## src/rtl/pe_pkg.sv

```systemverilog
// Shared types and constants for the PE operand/partial-sum distribution blocks.
package pe_pkg;

   typedef enum logic [1:0] {
      STEER = 2'd0,
      RR    = 2'd1,
      BCAST = 2'd2,
      RSVD  = 2'd3
   } pe_dmux_mode_e;

   localparam int PE_DMUX_W_DEF = 24;
   localparam int PE_DMUX_N_DEF = 4;
   localparam int PE_DMUX_N_MAX = 16;

endpackage

```

## src/rtl/pe_dmux_slot.sv

```systemverilog
// One-entry output register for a single demux lane; the output reads zero whenever the lane is idle.
module pe_dmux_slot
   import pe_pkg::*;
#(
   parameter int W = PE_DMUX_W_DEF
)
(
   input  logic         clk,
   input  logic         rst,
   input  logic         load,
   input  logic [W-1:0] din,
   input  logic         ready,
   output logic         valid,
   output logic         free,
   output logic [W-1:0] dout
);

   logic [W-1:0] data;

   // A refill takes priority over a drain, so a lane can stream back-to-back beats.
   always_ff @(posedge clk or posedge rst) begin
      if (rst) begin
         valid <= 1'b0;
         data  <= '0;
      end else if (load) begin
         valid <= 1'b1;
         data  <= din;
      end else if (valid && ready) begin
         valid <= 1'b0;
         data  <= '0;
      end
   end

   assign free = !valid || ready;
   assign dout = valid ? data : '0;

endmodule

```

## src/rtl/pe_dmux_n.sv

```systemverilog
// Registered 1-to-N demux feeding PE lanes, with steer, round-robin and broadcast modes.
module pe_dmux_n
   import pe_pkg::*;
#(
   parameter int W    = PE_DMUX_W_DEF,
   parameter int N    = PE_DMUX_N_DEF,
   parameter int SELW = (N > 1) ? $clog2(N) : 1
)
(
   input  logic            clk,
   input  logic            rst,
   input  logic [W-1:0]    din,
   input  logic            in_valid,
   output logic            in_ready,
   input  logic [SELW-1:0] sel,
   input  logic [1:0]      mode,
   output logic [N*W-1:0]  dout,
   output logic [N-1:0]    out_valid,
   input  logic [N-1:0]    out_ready,
   output logic [SELW-1:0] rr_ptr,
   output logic            err_sel,
   input  logic            err_clr
);

   pe_dmux_mode_e mode_e;
   logic [N-1:0]  tgt;
   logic [N-1:0]  free;
   logic [N-1:0]  load;
   logic          sel_bad;
   logic          accept;

   assign mode_e = pe_dmux_mode_e'(mode);

   // An out-of-range steer leaves the target set empty, so the beat is accepted and dropped.
   always_comb begin
      tgt     = '0;
      sel_bad = 1'b0;
      case (mode_e)
         RR: begin
            for (int k = 0; k < N; k++) tgt[k] = (int'(rr_ptr) == k);
         end
         BCAST: begin
            tgt = '1;
         end
         default: begin
            sel_bad = (int'(sel) >= N);
            for (int k = 0; k < N; k++) tgt[k] = (int'(sel) == k);
         end
      endcase
   end

   assign in_ready = &(free | ~tgt);
   assign accept   = in_valid && in_ready;
   assign load     = tgt & {N{accept}};

   always_ff @(posedge clk or posedge rst) begin
      if (rst) begin
         rr_ptr <= '0;
      end else if (accept && mode_e == RR) begin
         rr_ptr <= (int'(rr_ptr) == N - 1) ? '0 : rr_ptr + SELW'(1);
      end
   end

   // Clearing wins over a fresh bad select in the same cycle.
   always_ff @(posedge clk or posedge rst) begin
      if (rst) begin
         err_sel <= 1'b0;
      end else if (err_clr) begin
         err_sel <= 1'b0;
      end else if (accept && sel_bad) begin
         err_sel <= 1'b1;
      end
   end

   for (genvar k = 0; k < N; k++) begin : g_slot
      pe_dmux_slot #(.W(W)) u_slot (
         .clk   (clk),
         .rst   (rst),
         .load  (load[k]),
         .din   (din),
         .ready (out_ready[k]),
         .valid (out_valid[k]),
         .free  (free[k]),
         .dout  (dout[k*W +: W])
      );
   end

endmodule

```

## config.mk

```make
export PLATFORM = sky130hd
export DESIGN_NAME = pe_dmux_n
export DESIGN_NICKNAME = d
export VERILOG_FILES = /design/src/rtl/pe_pkg.sv /design/src/rtl/pe_dmux_slot.sv /design/src/rtl/pe_dmux_n.sv
export SDC_FILE = /design/constraint.sdc
export NUM_CORES = 1
export LEC_CHECK = 0
export BUFFER_PORTS_ARGS = -buffer_cell sky130_fd_sc_hd__buf_2
export CAP_MARGIN = 10
export CORE_MARGIN = 8
export CORE_UTILIZATION = 34
export DETAILED_ROUTE_END_ITERATION = 8
export PLACE_DENSITY = 0.65
export SYNTH_ARGS = -nofsm -noshare
export SYNTH_HDL_FRONTEND = slang
export SYNTH_HIERARCHICAL = 1
export SYNTH_SLANG_ARGS = --single-unit
export TNS_END_PERCENT = 50
```

## constraint.sdc

```tcl
create_clock -name clk -period 2.2 [get_ports clk]
set_input_delay 0.33 -clock clk [delete_from_list [all_inputs] [get_ports clk]]
set_output_delay 0.33 -clock clk [all_outputs]
set_load 0.01 [all_outputs]
```

# Yosys cells after proc, flatten, opt, wreduce, memory -nomap -nowiden
# Index checks and enable logic that the tools add are counted.
[word_totals]
elab_cells = 64
register_bits = 102
out_inout_bits = 104
[op_classes]
reduce_logical = 21
n_eq_ne = 8
muxes = 22
n_addsub = 1
bitwise_logic = 3
[ops]
columns = ["cell", "n"]
rows = [
  ["$mux W24", 12],
  ["$eq A2 B2 Y1 const B", 5],
  ["$mux W1", 8],
  ["$pmux W4 S2", 1],
  ["$reduce_bool A2 Y1", 4],
  ["$eq A2 B1 Y1 const B", 3],
  ["$logic_and A1 B1 Y1", 6],
  ["$and A4 B4 Y4", 1],
  ["$logic_not A1 Y1", 4],
  ["$logic_not A2 Y1", 2],
  ["$logic_or A1 B1 Y1", 4],
  ["$not A4 Y4", 1],
  ["$or A4 B4 Y4", 1],
  ["$reduce_and A4 Y1", 1],
  ["$add A2 B1 Y2 const B", 1],
  ["$mux W2", 1],
]

# Logic depth before layout (Yosys ltp)
[depth]
ltp_word = 8
ltp_mapped = 10
mapped_depth_nobuf = 9

# By module
# Netlist, hierarchy kept.
[modules_own_cells]
columns = ["module", "cells_each", "area_per_inst_um2", "instances"]
rows = [
  ["pe_dmux_slot", 110, 1237.4, 4],
  ["pe_dmux_n", 42, 331.6, 1],
]

# Worst setup path before layout
# OpenSTA, ideal clock, no wires.
[synth_timing]
path_kind = "input-to-reg"
startpoint = "in mode[0]"
endpoint = "reg g_slot[3].u_slot.data[0]"
setup_time_ns = 0.121
arrival_time_ns = 2.246
path_slack_ns = -0.167
cell_stages = 10
n_path_buf = 1
path_cell_list = "inv_1 > ha_1 > a211oi_1 > nor3b_1 > nor3_2 > nand2_1 > a221oi_1 > buf_2 > nor2b_1 > a22o_2"
[synth_via]
elab_chain_len = 8
word_cells_on_any_way = 10
classes_between = "eq/ne (2); mux (2); bitwise (3); reduce/logical (3)"
[synth_lines]
columns = ["element", "line_no", "text"]
rows = [
  ["start, declared", "pe_dmux_n.sv:16", "input logic [1:0] mode,"],
  ["$eq A2 B2 Y1 / $eq A2 B1 Y1 (equally long branches)", "pe_dmux_n.sv:38", "case (mode_e)"],
  ["$pmux W4 S2 *", "pe_dmux_n.sv:38", ""],
  ["$not A4 Y4", "pe_dmux_n.sv:52", "assign in_ready = &(free | ~tgt);"],
  ["$or A4 B4 Y4", "pe_dmux_n.sv:52", ""],
  ["$reduce_and A4 Y1", "pe_dmux_n.sv:52", ""],
  ["$logic_and A1 B1 Y1", "pe_dmux_n.sv:53", "assign accept = in_valid && in_ready;"],
  ["$and A4 B4 Y4 *", "pe_dmux_n.sv:54", "assign load = tgt & {N{accept}};"],
  ["named net load[3]", "pe_dmux_n.sv:28", "logic [N-1:0] load;"],
  ["$mux W24 / $reduce_bool A2 Y1 (equally long branches)", "-", ""],
  ["end signal, assigned", "pe_dmux_slot.sv:27", "data <= din;"],
  ["end, declared", "pe_dmux_slot.sv:18", "logic [W-1:0] data;"],
]
# The timed path passes the listed nets; every way through them passes the cells marked *.
# A chain may end at the register's enable or synchronous reset.

# Final worst setup path
[layout_timing]
startpoint = "reg rr_ptr[1]"
endpoint = "reg g_slot[0].u_slot.data[16]"
[layout_via]
elab_chain_len = 8
word_cells_on_any_way = 12
classes_between = "eq/ne (3); mux (2); bitwise (3); reduce/logical (4)"
[layout_lines]
columns = ["element", "line_no", "text"]
rows = [
  ["start, declared", "pe_dmux_n.sv:20", "output logic [SELW-1:0] rr_ptr,"],
  ["start signal, assigned", "pe_dmux_n.sv:60", "rr_ptr <= (int'(rr_ptr) == N - 1) ? '0 : rr_ptr + SELW'(1);"],
  ["$eq A2 B2 Y1, or another cell as far along", "pe_dmux_n.sv:40", "for (int k = 0; k < N; k++) tgt[k] = (int'(rr_ptr) == k);"],
  ["$pmux W4 S2 *", "pe_dmux_n.sv:38", ""],
  ["$not A4 Y4", "pe_dmux_n.sv:52", ""],
  ["$or A4 B4 Y4", "pe_dmux_n.sv:52", ""],
  ["$reduce_and A4 Y1", "pe_dmux_n.sv:52", ""],
  ["$logic_and A1 B1 Y1", "pe_dmux_n.sv:53", ""],
  ["$and A4 B4 Y4 *", "pe_dmux_n.sv:54", ""],
  ["named net load[0]", "pe_dmux_n.sv:28", ""],
  ["$mux W24 / $reduce_bool A2 Y1 (equally long branches)", "-", ""],
  ["end signal, assigned", "pe_dmux_slot.sv:27", ""],
  ["end, declared", "pe_dmux_slot.sv:18", ""],
]
# Marks and branches as above.

==> results.json <==
{
  "hold_path_end": "g_slot[1].u_slot/data[5]",
  "slew_headroom_pct": 54.1,
  "min-delay-path-class": "input port to register",
  "cp_common_cell": "buf_12",
  "startpoint_type": "register",
  "clock-sinks": 102,
  "hold_path_depth": 2,
  "clock-root-buffer": "clkbuf_16",
  "synthArstFlopShare_pct": 100,
  "crit_required_ps": 2440,
  "syn-cell-area_um2": 5280,
  "die_y_um": 141,
  "numCtsBuffers": 9,
  "ys_seq_area_share_pct": 48.3,
  "synth-main-ff-cell": "dfrtp_1",
  "power_density_nw_per_um2": 1010,
  "drc": 0,
  "antenna_left": 0,
  "vias": 4381,
  "antenna_found_initial": 0,
  "drt-total-wl_mm": 17.7,
  "core_area_um2": 15200,
  "finalCriticalPeriod_ps": 2340,
  "grt_max_degree": 27,
  "cts_tree": "done",
  "grtUsageTotal_pct": 17.9,
  "ir_drop_mv": 0.417,
  "wl_per_cell_um": 21.0,
  "numPortBuffers": 137,
  "rows": 45,
  "min_period_over_period_pct": 106,
  "synth.distinct_cells": 31,
  "rsz0062_at_grt": "true",
  "first_iter_violations": 214,
  "finalWorstSetupSlack_ps": -136,
  "place_inst": 804,
  "crit_buf_inv": 5,
  "clk_latency_ps": 350,
  "min-delay-start": "din[5]",
  "slowest_delay_ps": 370,
  "reg2reg_depth": 13,
  "grt_pass1_vias": 4709,
  "syn_nets": 522,
  "violations": "setup timing",
  "final_hold_viol_count": 0,
  "synth.top_cell.area_share_pct": 48.3,
  "grt_pass1_wl_mm": 27.4,
  "p_leak_nw": 3.79,
  "fin_worst_skew_ps": 5.95,
  "cp-end-kind": "register",
  "final_cells": 847,
  "drive_above_1_share_pct": 41.3,
  "r2r_end": "g_slot[0].u_slot/data[16]",
  "hpwlAfterDp_mm": 11.4,
  "max_freq_ghz": 0.428,
  "grt-ovfl-total": 0,
  "cap_violations": 0,
  "worst_pin_slew_ps": 687,
  "reg2reg_from": "rr_ptr[1]",
  "nNetsFinal": 694,
  "path_max_fanout": 7,
  "slowest_stage": "dfrtp_1",
  "finish.utilization_pct": 47.2,
  "ios": 140,
  "r2r_setup_slack_ps": -140,
  "worstPathArrival_ps": 2570,
  "viasPerCell": 5.17,
  "setup-violations-final": 50,
  "syn_inst": 482,
  "synth_area_leaders": "dfrtp_1 (48%), a22o_1 (13%), nor2b_1 (11%)",
  "synth_warnings": 6,
  "synth-seq-cells": 102,
  "start_util_pct": 34.7,
  "die_w_um": 141,
  "first_pass_iters": 5,
  "synth_edf_count": 0,
  "h-tree-depth": 3,
  "clkTransAtPathRegs_ps": 70,
  "worstSetupPathType": "register to register",
  "cp_top_family": "simple AND/OR/NAND/NOR gates",
  "syn_to_final_growth_pct": 35.7,
  "yosys.area.top_type": "dfrtp_1",
  "diodes": 0,
  "status": "finished with violations",
  "avgSynthCellArea_um2": 11.0,
  "worstPathCellList": "inv_1 > ha_2 > a211oi_4 > nor3b_2 > nor3_2 > nand2_2 > buf_6 > nor3b_4 > buf_12 > buf_12 > buf_12 > nor2b_1 > a22o_1",
  "cts_buffer_depth": 2,
  "slew_viol_final": 0,
  "dieArea_um2": 19800,
  "gp_congestion": 0.869
}
[per-stage QoR]
step                      power [mW]  instance area [µm²]  hold slack, ps  setup slack [ps]  TNS [ps]
after floorplan                 4.41                 5300            71.1             -43.5      -399
after global placement          5.18                 6300             240              -228    -16160
after detailed placement        5.25                 6300             248              -357    -24960
after CTS                       7.17                 7020             253              -104     -2830
after global routing            7.67                 7170             262              -252    -11640
final                           7.21                 7170             264              -136     -3680
[power breakdown]
group	leakage, nW	internal, mW	switching, mW
logic	2.32	1.50	1.26
registers	1.32	2.52	0.303
clock network	0.151	0.889	0.744
[metal layers]
layer / GRT usage, % / vias up / routed length, µm
li1: - / 2003 / -
met1: 22.8 / 2221 / 7970
met2: 29.2 / 137 / 8480
met3: 4.76 / 20 / 1050
met4: 5.37 / 0 / 251
met5: 0 / - / 0
[registers in the layout, indices dropped and copies added (netlist names)]
name	cells
g_slot.u_slot/data	96
g_slot.u_slot/valid	4
rr_ptr	2
[logic make-up after synthesis]
| kind of cell | Yosys count | share of synthesized area [%] |
|---|---|---|
| AO/OA/AOI/OAI | 102 | 17.1 |
| adder cells (fa/ha/maj) | 4 | 0.948 |
| flip-flops | 102 | 48.3 |
| buffers and inverters | 46 | 5.52 |
| AND/OR/NAND/NOR | 225 | 27.6 |
| multiplexers | 2 | 0.426 |
| other | 1 | 0.0710 |
[placed cells by master, fill, tap and decap left out, types with 2 or more instances in the layout]
master	synthesis	final
a221oi_4	0	2
nand4bb_1	2	2
clkbuf_16	0	11
nor2b_4	0	4
and2_1	80	80
a22o_1	80	80
buf_6	8	7
a31oi_1	2	2
buf_8	0	3
a22o_2	16	16
buf_16	0	6
or2b_1	4	4
nand3_1	3	3
ha_2	0	3
nand2_4	4	4
dfrtp_1	102	101
nor2b_1	97	91
nand2b_1	5	5
buf_4	13	33
clkinv_2	0	3
mux2_2	2	2
nand3b_1	2	2
nand2_2	0	2
inv_1	9	9
clkinv_4	0	2
buf_2	8	137
nand2_1	4	2
nor2b_2	0	2
and2_2	16	16
nor2_1	2	2
buf_12	0	8
[synth_stat cells (3+ instances only)]
| master | instances |
|---|---|
| dfrtp_1 | 102 |
| nor2b_1 | 97 |
| a22o_1 | 80 |
| and2_1 | 80 |
| a22o_2 | 16 |
| and2_2 | 16 |
| buf_4 | 13 |
| inv_1 | 9 |
| buf_2 | 8 |
| buf_6 | 8 |
| clkbuf_1 | 8 |
| nand2b_1 | 5 |
| ha_1 | 4 |
| nand2_1 | 4 |
| nand2_4 | 4 |
| or2b_1 | 4 |
| nand3_1 | 3 |
[worst max path at each step]
stage                          from                   endpoint  slack [ps]  depth (start not counted)
after floorplan             mode[0]   g_slot[1].u_slot/data[0]         -40                          9
after global placement      mode[0]   g_slot[0].u_slot/data[3]        -230                         11
after detailed placement    mode[0]   g_slot[0].u_slot/data[2]        -360                         11
after CTS                 rr_ptr[1]  g_slot[0].u_slot/data[16]        -100                         13
after global routing      rr_ptr[1]  g_slot[3].u_slot/data[11]        -250                         12
final                     rr_ptr[1]  g_slot[0].u_slot/data[16]        -140                         13
[cell type report]
cell class,count,area [µm²]
Clock inverter,7,73.8
Sequential cell,102,2550
Multi-Input combinational cell,334,2570
Inverter,9,33.8
Fill cell,1437,8030
Tap cell,188,235
Timing Repair Buffer,198,1480
Clock buffer,9,225
[timing repair]
action | CTS | global route
gates resized for setup | 23 | 17
setup buffers | 12 | 5
pin swaps | 21 | 20
cloned | 9 | 2
hold buffers | 1 | 0
endpoints found under the setup margin | 90 | 99
endpoints found under the hold margin | 9 | 0
[worst register-to-register path, cell delays in order, from the launching register on]
cell and delay (ps):
dfrtp_1 370, inv_1 60, ha_2 200, a211oi_4 240, nor3b_2 90, nor3_2 170
nand2_2 110, buf_6 130, nor3b_4 220, buf_12 150, buf_12 110, buf_12 130
nor2b_1 70, a22o_1 180
Note: power is estimated with default switching activity, not from simulation.
